==> config.mk <==
export PLATFORM = sky130hd
export DESIGN_NAME = frog_game_ctrl
export DESIGN_NICKNAME = d
export VERILOG_FILES = /design/src/rtl/frog_game_ctrl.sv
export SDC_FILE = /design/constraint.sdc
export NUM_CORES = 1
export LEC_CHECK = 0
export ABC_CLOCK_PERIOD_IN_PS = 2250
export CAP_MARGIN = 20
export CORE_MARGIN = 2
export CORE_UTILIZATION = 48
export CTS_CLUSTER_DIAMETER = 100
export DETAILED_ROUTE_END_ITERATION = 7
export PLACE_DENSITY = 0.81
export RECOVER_POWER = 50
export REMOVE_ABC_BUFFERS = 1
export SLEW_MARGIN = 25
export SYNTH_ARGS = -nofsm -noshare
export SYNTH_HDL_FRONTEND = slang
export SYNTH_SLANG_ARGS = --single-unit
export TNS_END_PERCENT = 30
==> constraint.sdc <==
create_clock -name frame_clk -period 2.25 [get_ports frame_clk]
set_input_delay 0.3375 -clock frame_clk [delete_from_list [all_inputs] [get_ports frame_clk]]
set_output_delay 0.3375 -clock frame_clk [all_outputs]
set_load 0.02 [all_outputs]
==> src/rtl/frog_game_ctrl.sv <==
// frog_game_ctrl: game-level sequencer for the frog datapath.
// Runs the IDLE/PLAY/DYING/LEVEL_UP/OVER state machine, turns held keycodes
// into one-shot step commands, issues respawn pulses and tracks lives, level
// and the per-life countdown.
// Build option: define FROG_TIMER_EN to enable the countdown timer and the
// timeout death. Without it, time_left is loaded on reload and then holds.

module frog_game_ctrl #(
    parameter int LIVES_INIT     = 3,
    parameter int GOAL_Y         = 137,
    parameter int TIMER_INIT     = 30,
    parameter int FRAMES_PER_SEC = 60,
    parameter int DEATH_FRAMES   = 60,
    parameter int WIN_FRAMES     = 90
) (
    input  logic        frame_clk,
    input  logic        Reset,
    input  logic [15:0] keycode,
    input  logic        collision,
    input  logic [9:0]  frog_y,
    output logic        step_up,
    output logic        step_down,
    output logic        step_left,
    output logic        step_right,
    output logic        respawn,
    output logic [2:0]  lives,
    output logic [3:0]  level,
    output logic [5:0]  time_left,
    output logic [2:0]  state,
    output logic        game_over
);

    typedef enum logic [2:0] {
        S_IDLE     = 3'd0,
        S_PLAY     = 3'd1,
        S_DYING    = 3'd2,
        S_LEVEL_UP = 3'd3,
        S_OVER     = 3'd4
    } state_t;

    localparam logic [15:0] KEY_W     = 16'h001A;
    localparam logic [15:0] KEY_A     = 16'h0004;
    localparam logic [15:0] KEY_S     = 16'h0016;
    localparam logic [15:0] KEY_D     = 16'h0007;
    localparam logic [15:0] KEY_SPACE = 16'h002C;

    localparam int MAX_FRAMES = (DEATH_FRAMES > WIN_FRAMES) ? DEATH_FRAMES : WIN_FRAMES;
    localparam int CNT_W      = $clog2(MAX_FRAMES + 1);

    localparam logic [CNT_W-1:0] DEATH_LOAD = CNT_W'(DEATH_FRAMES - 1);
    localparam logic [CNT_W-1:0] WIN_LOAD   = CNT_W'(WIN_FRAMES - 1);
    localparam logic [2:0]       LIVES_LOAD = 3'(LIVES_INIT);
    localparam logic [5:0]       TIME_LOAD  = 6'(TIMER_INIT);
    localparam logic [9:0]       GOAL_LINE  = 10'(GOAL_Y);

    state_t           r_state;
    logic [15:0]      r_prev_key;
    logic [CNT_W-1:0] r_frame_cnt;
    logic             r_step_up;
    logic             r_step_down;
    logic             r_step_left;
    logic             r_step_right;
    logic             r_respawn;
    logic [2:0]       r_lives;
    logic [3:0]       r_level;
    logic [5:0]       r_time_left;
    logic             r_game_over;

    logic w_is_w;
    logic w_is_a;
    logic w_is_s;
    logic w_is_d;
    logic w_is_space;
    logic w_new_press;
    logic w_space_press;
    logic w_goal;
    logic w_timeout;
    logic w_death;
    logic w_reload;

    assign w_is_w        = (keycode == KEY_W);
    assign w_is_a        = (keycode == KEY_A);
    assign w_is_s        = (keycode == KEY_S);
    assign w_is_d        = (keycode == KEY_D);
    assign w_is_space    = (keycode == KEY_SPACE);
    assign w_new_press   = (keycode != r_prev_key) &&
                           (w_is_w || w_is_a || w_is_s || w_is_d || w_is_space);
    assign w_space_press = w_new_press && w_is_space;
    assign w_goal        = (frog_y <= GOAL_LINE);
    assign w_death       = (r_state == S_PLAY) && (collision || w_timeout);

    // A timer reload happens on every entry into PLAY (game start or end of a freeze)
    assign w_reload = ((r_state == S_IDLE)     && w_space_press) ||
                      ((r_state == S_DYING)    && (r_frame_cnt == '0) && (r_lives != 3'd0)) ||
                      ((r_state == S_LEVEL_UP) && (r_frame_cnt == '0));

    // Remember last frame's keycode so a held key yields only one press
    always_ff @(posedge frame_clk or posedge Reset) begin
        if (Reset) r_prev_key <= 16'h0000;
        else       r_prev_key <= keycode;
    end

`ifdef FROG_TIMER_EN
    localparam int               SUB_W   = $clog2(FRAMES_PER_SEC + 1);
    localparam logic [SUB_W-1:0] SUB_MAX = SUB_W'(FRAMES_PER_SEC - 1);

    logic [SUB_W-1:0] r_sub_cnt;
    logic             w_tick;

    assign w_timeout = (r_state == S_PLAY) && (r_time_left == 6'd0);
    assign w_tick    = (r_state == S_PLAY) && !collision && !w_timeout && !w_goal;

    // Per-life countdown: frames roll into seconds only while play continues
    always_ff @(posedge frame_clk or posedge Reset) begin
        if (Reset) begin
            r_time_left <= 6'd0;
            r_sub_cnt   <= '0;
        end else if (w_reload) begin
            r_time_left <= TIME_LOAD;
            r_sub_cnt   <= '0;
        end else if (w_tick) begin
            if (r_sub_cnt == SUB_MAX) begin
                r_sub_cnt <= '0;
                if (r_time_left != 6'd0) r_time_left <= r_time_left - 6'd1;
            end else begin
                r_sub_cnt <= r_sub_cnt + SUB_W'(1);
            end
        end
    end
`else
    assign w_timeout = 1'b0;

    // Without the countdown the displayed time is just the reload value
    always_ff @(posedge frame_clk or posedge Reset) begin
        if (Reset)         r_time_left <= 6'd0;
        else if (w_reload) r_time_left <= TIME_LOAD;
    end
`endif

    // Game state machine with registered pulses, lives, level and game-over flag
    always_ff @(posedge frame_clk or posedge Reset) begin
        if (Reset) begin
            r_state      <= S_IDLE;
            r_frame_cnt  <= '0;
            r_step_up    <= 1'b0;
            r_step_down  <= 1'b0;
            r_step_left  <= 1'b0;
            r_step_right <= 1'b0;
            r_respawn    <= 1'b0;
            r_lives      <= 3'd0;
            r_level      <= 4'd0;
            r_game_over  <= 1'b0;
        end else begin
            r_step_up    <= 1'b0;
            r_step_down  <= 1'b0;
            r_step_left  <= 1'b0;
            r_step_right <= 1'b0;
            r_respawn    <= 1'b0;
            case (r_state)
                S_IDLE: begin
                    if (w_space_press) begin
                        r_state   <= S_PLAY;
                        r_lives   <= LIVES_LOAD;
                        r_level   <= 4'd1;
                        r_respawn <= 1'b1;
                    end
                end
                S_PLAY: begin
                    if (w_death) begin
                        if (r_lives != 3'd0) r_lives <= r_lives - 3'd1;
                        r_frame_cnt <= DEATH_LOAD;
                        r_state     <= S_DYING;
                    end else if (w_goal) begin
                        if (r_level != 4'd15) r_level <= r_level + 4'd1;
                        r_frame_cnt <= WIN_LOAD;
                        r_state     <= S_LEVEL_UP;
                    end else if (w_new_press) begin
                        r_step_up    <= w_is_w;
                        r_step_down  <= w_is_s;
                        r_step_left  <= w_is_a;
                        r_step_right <= w_is_d;
                    end
                end
                S_DYING: begin
                    if (r_frame_cnt == '0) begin
                        if (r_lives == 3'd0) begin
                            r_state     <= S_OVER;
                            r_game_over <= 1'b1;
                        end else begin
                            r_state   <= S_PLAY;
                            r_respawn <= 1'b1;
                        end
                    end else begin
                        r_frame_cnt <= r_frame_cnt - CNT_W'(1);
                    end
                end
                S_LEVEL_UP: begin
                    if (r_frame_cnt == '0) begin
                        r_state   <= S_PLAY;
                        r_respawn <= 1'b1;
                    end else begin
                        r_frame_cnt <= r_frame_cnt - CNT_W'(1);
                    end
                end
                S_OVER: begin
                    if (w_space_press) begin
                        r_state     <= S_IDLE;
                        r_game_over <= 1'b0;
                    end
                end
                default: r_state <= S_IDLE;
            endcase
        end
    end

    assign step_up    = r_step_up;
    assign step_down  = r_step_down;
    assign step_left  = r_step_left;
    assign step_right = r_step_right;
    assign respawn    = r_respawn;
    assign lives      = r_lives;
    assign level      = r_level;
    assign time_left  = r_time_left;
    assign state      = r_state;
    assign game_over  = r_game_over;

endmodule
## Word level (Yosys, flattened, before mapping)

Cells that the tools add are included.
Widths: inputs -> output; s select.

- Flip-flop bits (word level): 40
- Latch bits: 0
- Bits in writable memories: 0
- Memory bits (read-only): 0
- Input bits: 29
- Word-level logic and storage cells: 111
- Memories: 0

- $add $sub $neg: 3
- Multiply operators: 0
- Divide/modulo/power cells: 0
- Magnitude comparators: 1
- Equality and inequality tests: 23
- Shifts and indexed selects: 0
- Multiplexer cells: 46
- Bitwise gates (word level): 0
- Reduce and logical (&&, ||, !) cells: 26

Operators by type and width:

| cell | count |
|---|---|
| $eq 16x3->1 const B | 2 |
| $eq 16x5->1 const B | 2 |
| $mux 3 | 10 |
| $mux 1 | 23 |
| $mux 7 | 3 |
| $eq 16x6->1 const B | 1 |
| $mux 4 | 4 |
| $ne 16x16->1 | 1 |
| $pmux 3 s5 | 1 |
| $ne 2x2->1 const B | 7 |
| $pmux 7 s2 | 1 |
| $le 10x8->1 const B | 1 |
| $reduce_and 5->1 | 2 |
| $ne 2x1->1 const B | 4 |
| $pmux 4 s2 | 1 |
| $reduce_and 4->1 | 2 |
| $logic_and 1x1->1 | 7 |
| $logic_not 7->1 | 1 |
| $sub 7x1->7 const B | 1 |
| $eq 3x2->1 const B | 2 |
| $logic_not 3->1 | 2 |
| $logic_or 1x1->1 | 6 |
| $pmux 3 s2 | 1 |
| $reduce_bool 2->1 | 3 |
| other kinds (11) | 11 |

## Longest topological paths before layout

Gate-level depths: netlist (run 1).

- Word-level depth: 10
- Gate-level depth with buffers: 8
- Mapped depth without buffers: 8

## Worst setup path after synthesis (run 1)

OpenSTA, ideal clock, no wires.

- Kind: flip-flop to flip-flop
- Start point: register r_state[1] (netlist: state[1])
- End point: register r_step_right (netlist: step_right)
- Setup time: 0.095 ns
- Arrival: 1.849 ns
- Data required time: 2.155 ns
- Slack: 0.306 ns
- Cell stages (with the launch flop): 7
- Cell sequence: dfrtp_1 or3b_2 nor2_1 o31ai_1 nor4_1 nand2_1 nor4b_2

- Longest elaborated chain between the ends: 4

RTL lines:

| element | line | RTL |
|---|---|---|
| start: declaration | 56 | `state_t r_state;` |
| start signal: assignment | 143 | `r_state <= S_IDLE;` |
| start signal: assignment | 162 | `r_state <= S_PLAY;` |
| start signal: assignment | 172 | `r_state <= S_DYING;` |
| $eq 3x1->1 * | 90, 159 |  |
| $logic_and 1x1->1 | 90 | `assign w_death = (r_state == S_PLAY) && (collision \|\| w_timeout);` |
| $mux 1 | 169 | `if (w_death) begin` |
| $mux 1 * | 159 | `case (r_state)` |
| end signal: assignment | 181 | `r_step_right <= w_is_d;` |
| end: declaration | 62 | `logic r_step_right;` |

Mark *: on every way between the ends. The rest lies on a longest branch, timed or not.
A chain may end at the register's enable or synchronous reset.

## Final worst setup path (run 1)

- Start point: input port keycode[8]
- End point: register r_level[1] (netlist: level[1])

- Longest elaborated chain between the ends: 9
- Elaborated cells on any way between the ends: 14

RTL lines:

| element | line | RTL |
|---|---|---|
| start: declaration | 18 | `input logic [15:0] keycode,` |
| $eq 16x5->1 / $eq 16x3->1 (equally long branches) | 81, 82 |  |
| $logic_or 1x1->1 (4 in a row) | 87 | `(w_is_w \|\| w_is_a \|\| w_is_s \|\| w_is_d \|\| w_is_space);` |
| $logic_and 1x1->1 | 86 | `assign w_new_press = (keycode != r_prev_key) &&` |
| $logic_and 1x1->1 * | 88 | `assign w_space_press = w_new_press && w_is_space;` |
| $ne 2x2->1 (no line) * | n/a |  |
| $reduce_and 5->1 (no line) * | n/a |  |
| end signal: assignment | 174 | `if (r_level != 4'd15) r_level <= r_level + 4'd1;` |
| end: declaration | 65 | `logic [3:0] r_level;` |

Marked as above.

==> summary.txt, run 1 <==
Status
  – Status: finished, final reports clean

Critical path
  – Setup CP Type: input port to register
  – Reg2reg start: state[1]$_DFFE_PP0P_
  – Worst Setup Start Kind: input port
  – CP required: roughly 2400 ps
  – CP arrival: about 2300 ps
  – Setup crit start: keycode[8]
  – Crit path max-delay cell type: or4_1
  – Crit-path cells: clkdlybuf4s50_1 > nor4_2 > nand3_1 > or4_1 > or2_4 > a31oi_1 > o21ai_0
  – Worst-path fanout max: 7
  – CP top delay family: simple AND/OR/NAND/NOR gates
  – CP Buf/Inv Count: 1
  – CP endpoint kind: register
  – Largest stage delay on the critical path: roughly 560 ps

STA
  – Final slew viol count: 0
  – Tmin final: ~2200 ps
  – Normalized max-slew margin: 0.382
  – Period Utilization, post-route: 0.963
  – Hold Vio Cnt, Final: 0
  – RSZ-0062 raised after global routing: yes
  – Clock Skew: approximately 4.8 ps
  – Max Freq: between 400 and 500 MHz
  – Final Setup Violations: 0
  – Measured slew at the worst slew-check pin: a little over 900 ps
  – Hold_ws: around 270 ps
  – Final worst setup slack: 82.9 ps

Detailed routing
  – Routed wire length: roughly 4200 µm
  – Routed Antenna Nets: 0
  – Via density per instance: approximately 5.3
  – DR iter-0 viols: 84
  – # DRC: 0
  – WL/cell: about 14 µm
  – Pre-antenna DRT Iters: 4
  – Vias: 1,631

Global routing
  – Total congestion overflow: 0
  – Initial antenna violation count: 0
  – Number of global-route vias before repair: about 1.6k
  – GRT Util Overall: 0.202
  – Largest net degree at the start of global routing: a little over 40
  – Global-route wire length before repair: between 6000 and 7000 µm

Clock tree
  – Post-CTS setup buffers: 0
  – TritonCTS clock tree: done
  – Clk_lat worst skew: approximately 290 ps
  – CTS buffer count: 5
  – CTS root buf: clkbuf_8
  – CTS clock-pin slew for the worst setup and hold paths: 70 ps
  – H-Tree Depth: 2
  – Num Clock Sinks: 40
  – Clock Tree Buf Depth: 2

Die
  – Num ports: 51
  – Core area: between 3000 and 4000 µm²
  – # rows: 23
  – Initial Util: 0.494
  – Die boundary height: between 60 and 70 µm
  – Chip width: a little under 70 µm
  – Die area: 4580 µm²

Finish
  – Layout cells sized above 1: 0.160
  – Area Overhead vs Synth: 39.6%
  – Total Nets Final: 290
  – Diode count: 0

Power
  – Sw Pwr: 0.601 mW
  – Logic pwr share: 0.282
  – Sequential share of power: 0.428
  – Max VDD drop: 459 µV
  – LEAKAGE: between 1 and 1.5 nW
  – Switching part of the total: 0.302
  – Pwr/cell area: 733 nW/µm²
  – Clock Power Share: 0.290
  – Internal Power: 1.39 mW

Synthesis
  – Top cell type's share of synthesized area: 0.514
  – Syn Inst Count: 188
  – Largest cells by area after synthesis: dfrtp_1 51%, xnor2_1 7.6%, o21ai_0 3.9%
  – Synthesized cell area: roughly 1900 µm²
  – Number of synthesized flops with an enable pin: 0
  – Async set-or-reset flop fraction in the synthesized netlist: 1.00
  – Post-synthesis sequential area ratio: 0.514
  – Top post-synthesis cells by count: 40 x dfrtp_1, 17 x xnor2_1, 15 x nand2_1, 15 x o21ai_0, 12 x nor2_1
  – Yosys warns: 0
  – Ys flop type: dfrtp_1
  – Mapped Avg Cell Area: just over 10 µm²
  – Top-count cell post-synth: dfrtp_1
  – Flops & latches, synth: 40
  – Count of different cell masters after synthesis: 41
  – Yosys top cell by area: dfrtp_1

Placement
  – I/O Buffers: 47
  – Pre-CTS setup slack: -307 ps
  – GPL Wtd Cong: 0.791
  – HPWL after detailed placement: 3170 µm

Run
  – # Max-Cap Violations: 0

Worst hold path
  – Min-delay worst type: input port to register
  – Min-delay src: keycode[11]
-- registers in the layout (all words and copies together), names as in the netlist --
register / cells
state: 3
respawn: 1
level: 4
r_prev_key: 16
time_left: 1
step_up: 1
step_down: 1
lives: 3
r_frame_cnt: 7
step_right: 1
game_over: 1
step_left: 1
-- power groups by stage --
stage               Clock [mW]  Combinational, mW  Sequential, mW
CTS                      0.586              0.566           0.848
detailed placement           0              0.559           0.861
finish                   0.577              0.562           0.852
floorplan                    0              0.255           0.905
global placement             0              0.541           0.859
global route             0.631              0.616           0.859
-- routing by layer --
| layer | global-route usage | wire (µm) |
|---|---|---|
| met3 | 0.0533 | 251 |
| met5 | 0 | 0 |
| met2 | 0.335 | 2060 |
| met4 | 0.0714 | 47 |
| met1 | 0.255 | 1850 |
-- stage by stage --
step,util,instance area [µm²],cells,power [mW],TNS (ps)
floorplan,-,1900,182,1.16,0
global route,0.689,2720,307,2.11,-4.03
CTS,0.684,2700,307,2.00,0
detailed placement,0.655,2580,299,1.42,-2110
finish,0.689,2720,307,1.99,0
global placement,0.655,2580,299,1.40,-1510
-- worst paths after layout --
check,to,slack [ps],depth (start not counted)
max,level[1]$_DFFE_PP0P_,80,7
min,r_prev_key[11]$_DFF_PP0_,270,1
max reg2reg,r_frame_cnt[1]$_DFFE_PP0P_,180,8
min reg2reg,lives[2]$_DFFE_PP0P_,520,1
max in group asynchronous,state[0]$_DFFE_PP0P_,910,3
min in group asynchronous,r_prev_key[0]$_DFF_PP0_,760,3
-- cells in the final DEF, fill, tap and decap left out, types with 3 or more instances in the layout --
master,synthesis,routed
dfrtp_1,40,40
clkdlybuf4s50_1,0,38
buf_4,5,19
xnor2_1,17,17
nand2_1,15,15
o21ai_0,15,15
nor2_1,12,12
inv_1,8,8
dlygate4sd3_1,0,7
nand4_1,6,6
nand3_1,6,6
nor3_1,6,5
a31oi_1,5,5
ha_1,5,5
clkbuf_8,0,5
nor4_2,2,4
a21oi_1,4,4
nand2b_1,3,3
nor2b_1,3,3
o31ai_1,4,3
or3_1,3,3
-- final cells by class --
type                            count  area, µm²
Clock buffer                        5       68.8
Clock inverter                      3       42.5
Fill cell                         300       1220
Inverter                            8       30.0
Multi-Input combinational cell    134        892
Sequential cell                    40       1000
Tap cell                           50       62.6
Timing Repair Buffer               67        621
-- logic make-up after synthesis --
family / Yosys count / share of synthesized area
XOR/XNOR: 17 / 0.0765
other: 1 / 0.00193
AND/OR/NAND/NOR: 72 / 0.204
AO/OA/AOI/OAI: 38 / 0.129
adder cells (fa/ha/maj): 5 / 0.0321
buffers and inverters: 15 / 0.0424
flip-flops: 40 / 0.514
-- repair_timing --
action                                  in CTS  in global routing
pin swaps                                    0                  1
endpoints found under the setup margin       1                  4
gates resized for setup                      1                  6
hold buffers                                 0                  0
(Power assumes the default switching activity.)
==> inputs of run 2 (changes only) <==
CTS_CLUSTER_SIZE = 20   (was not set)
==> results of run 2 <==
The final DEF is identical to that of run 1; final timing and power are the same.
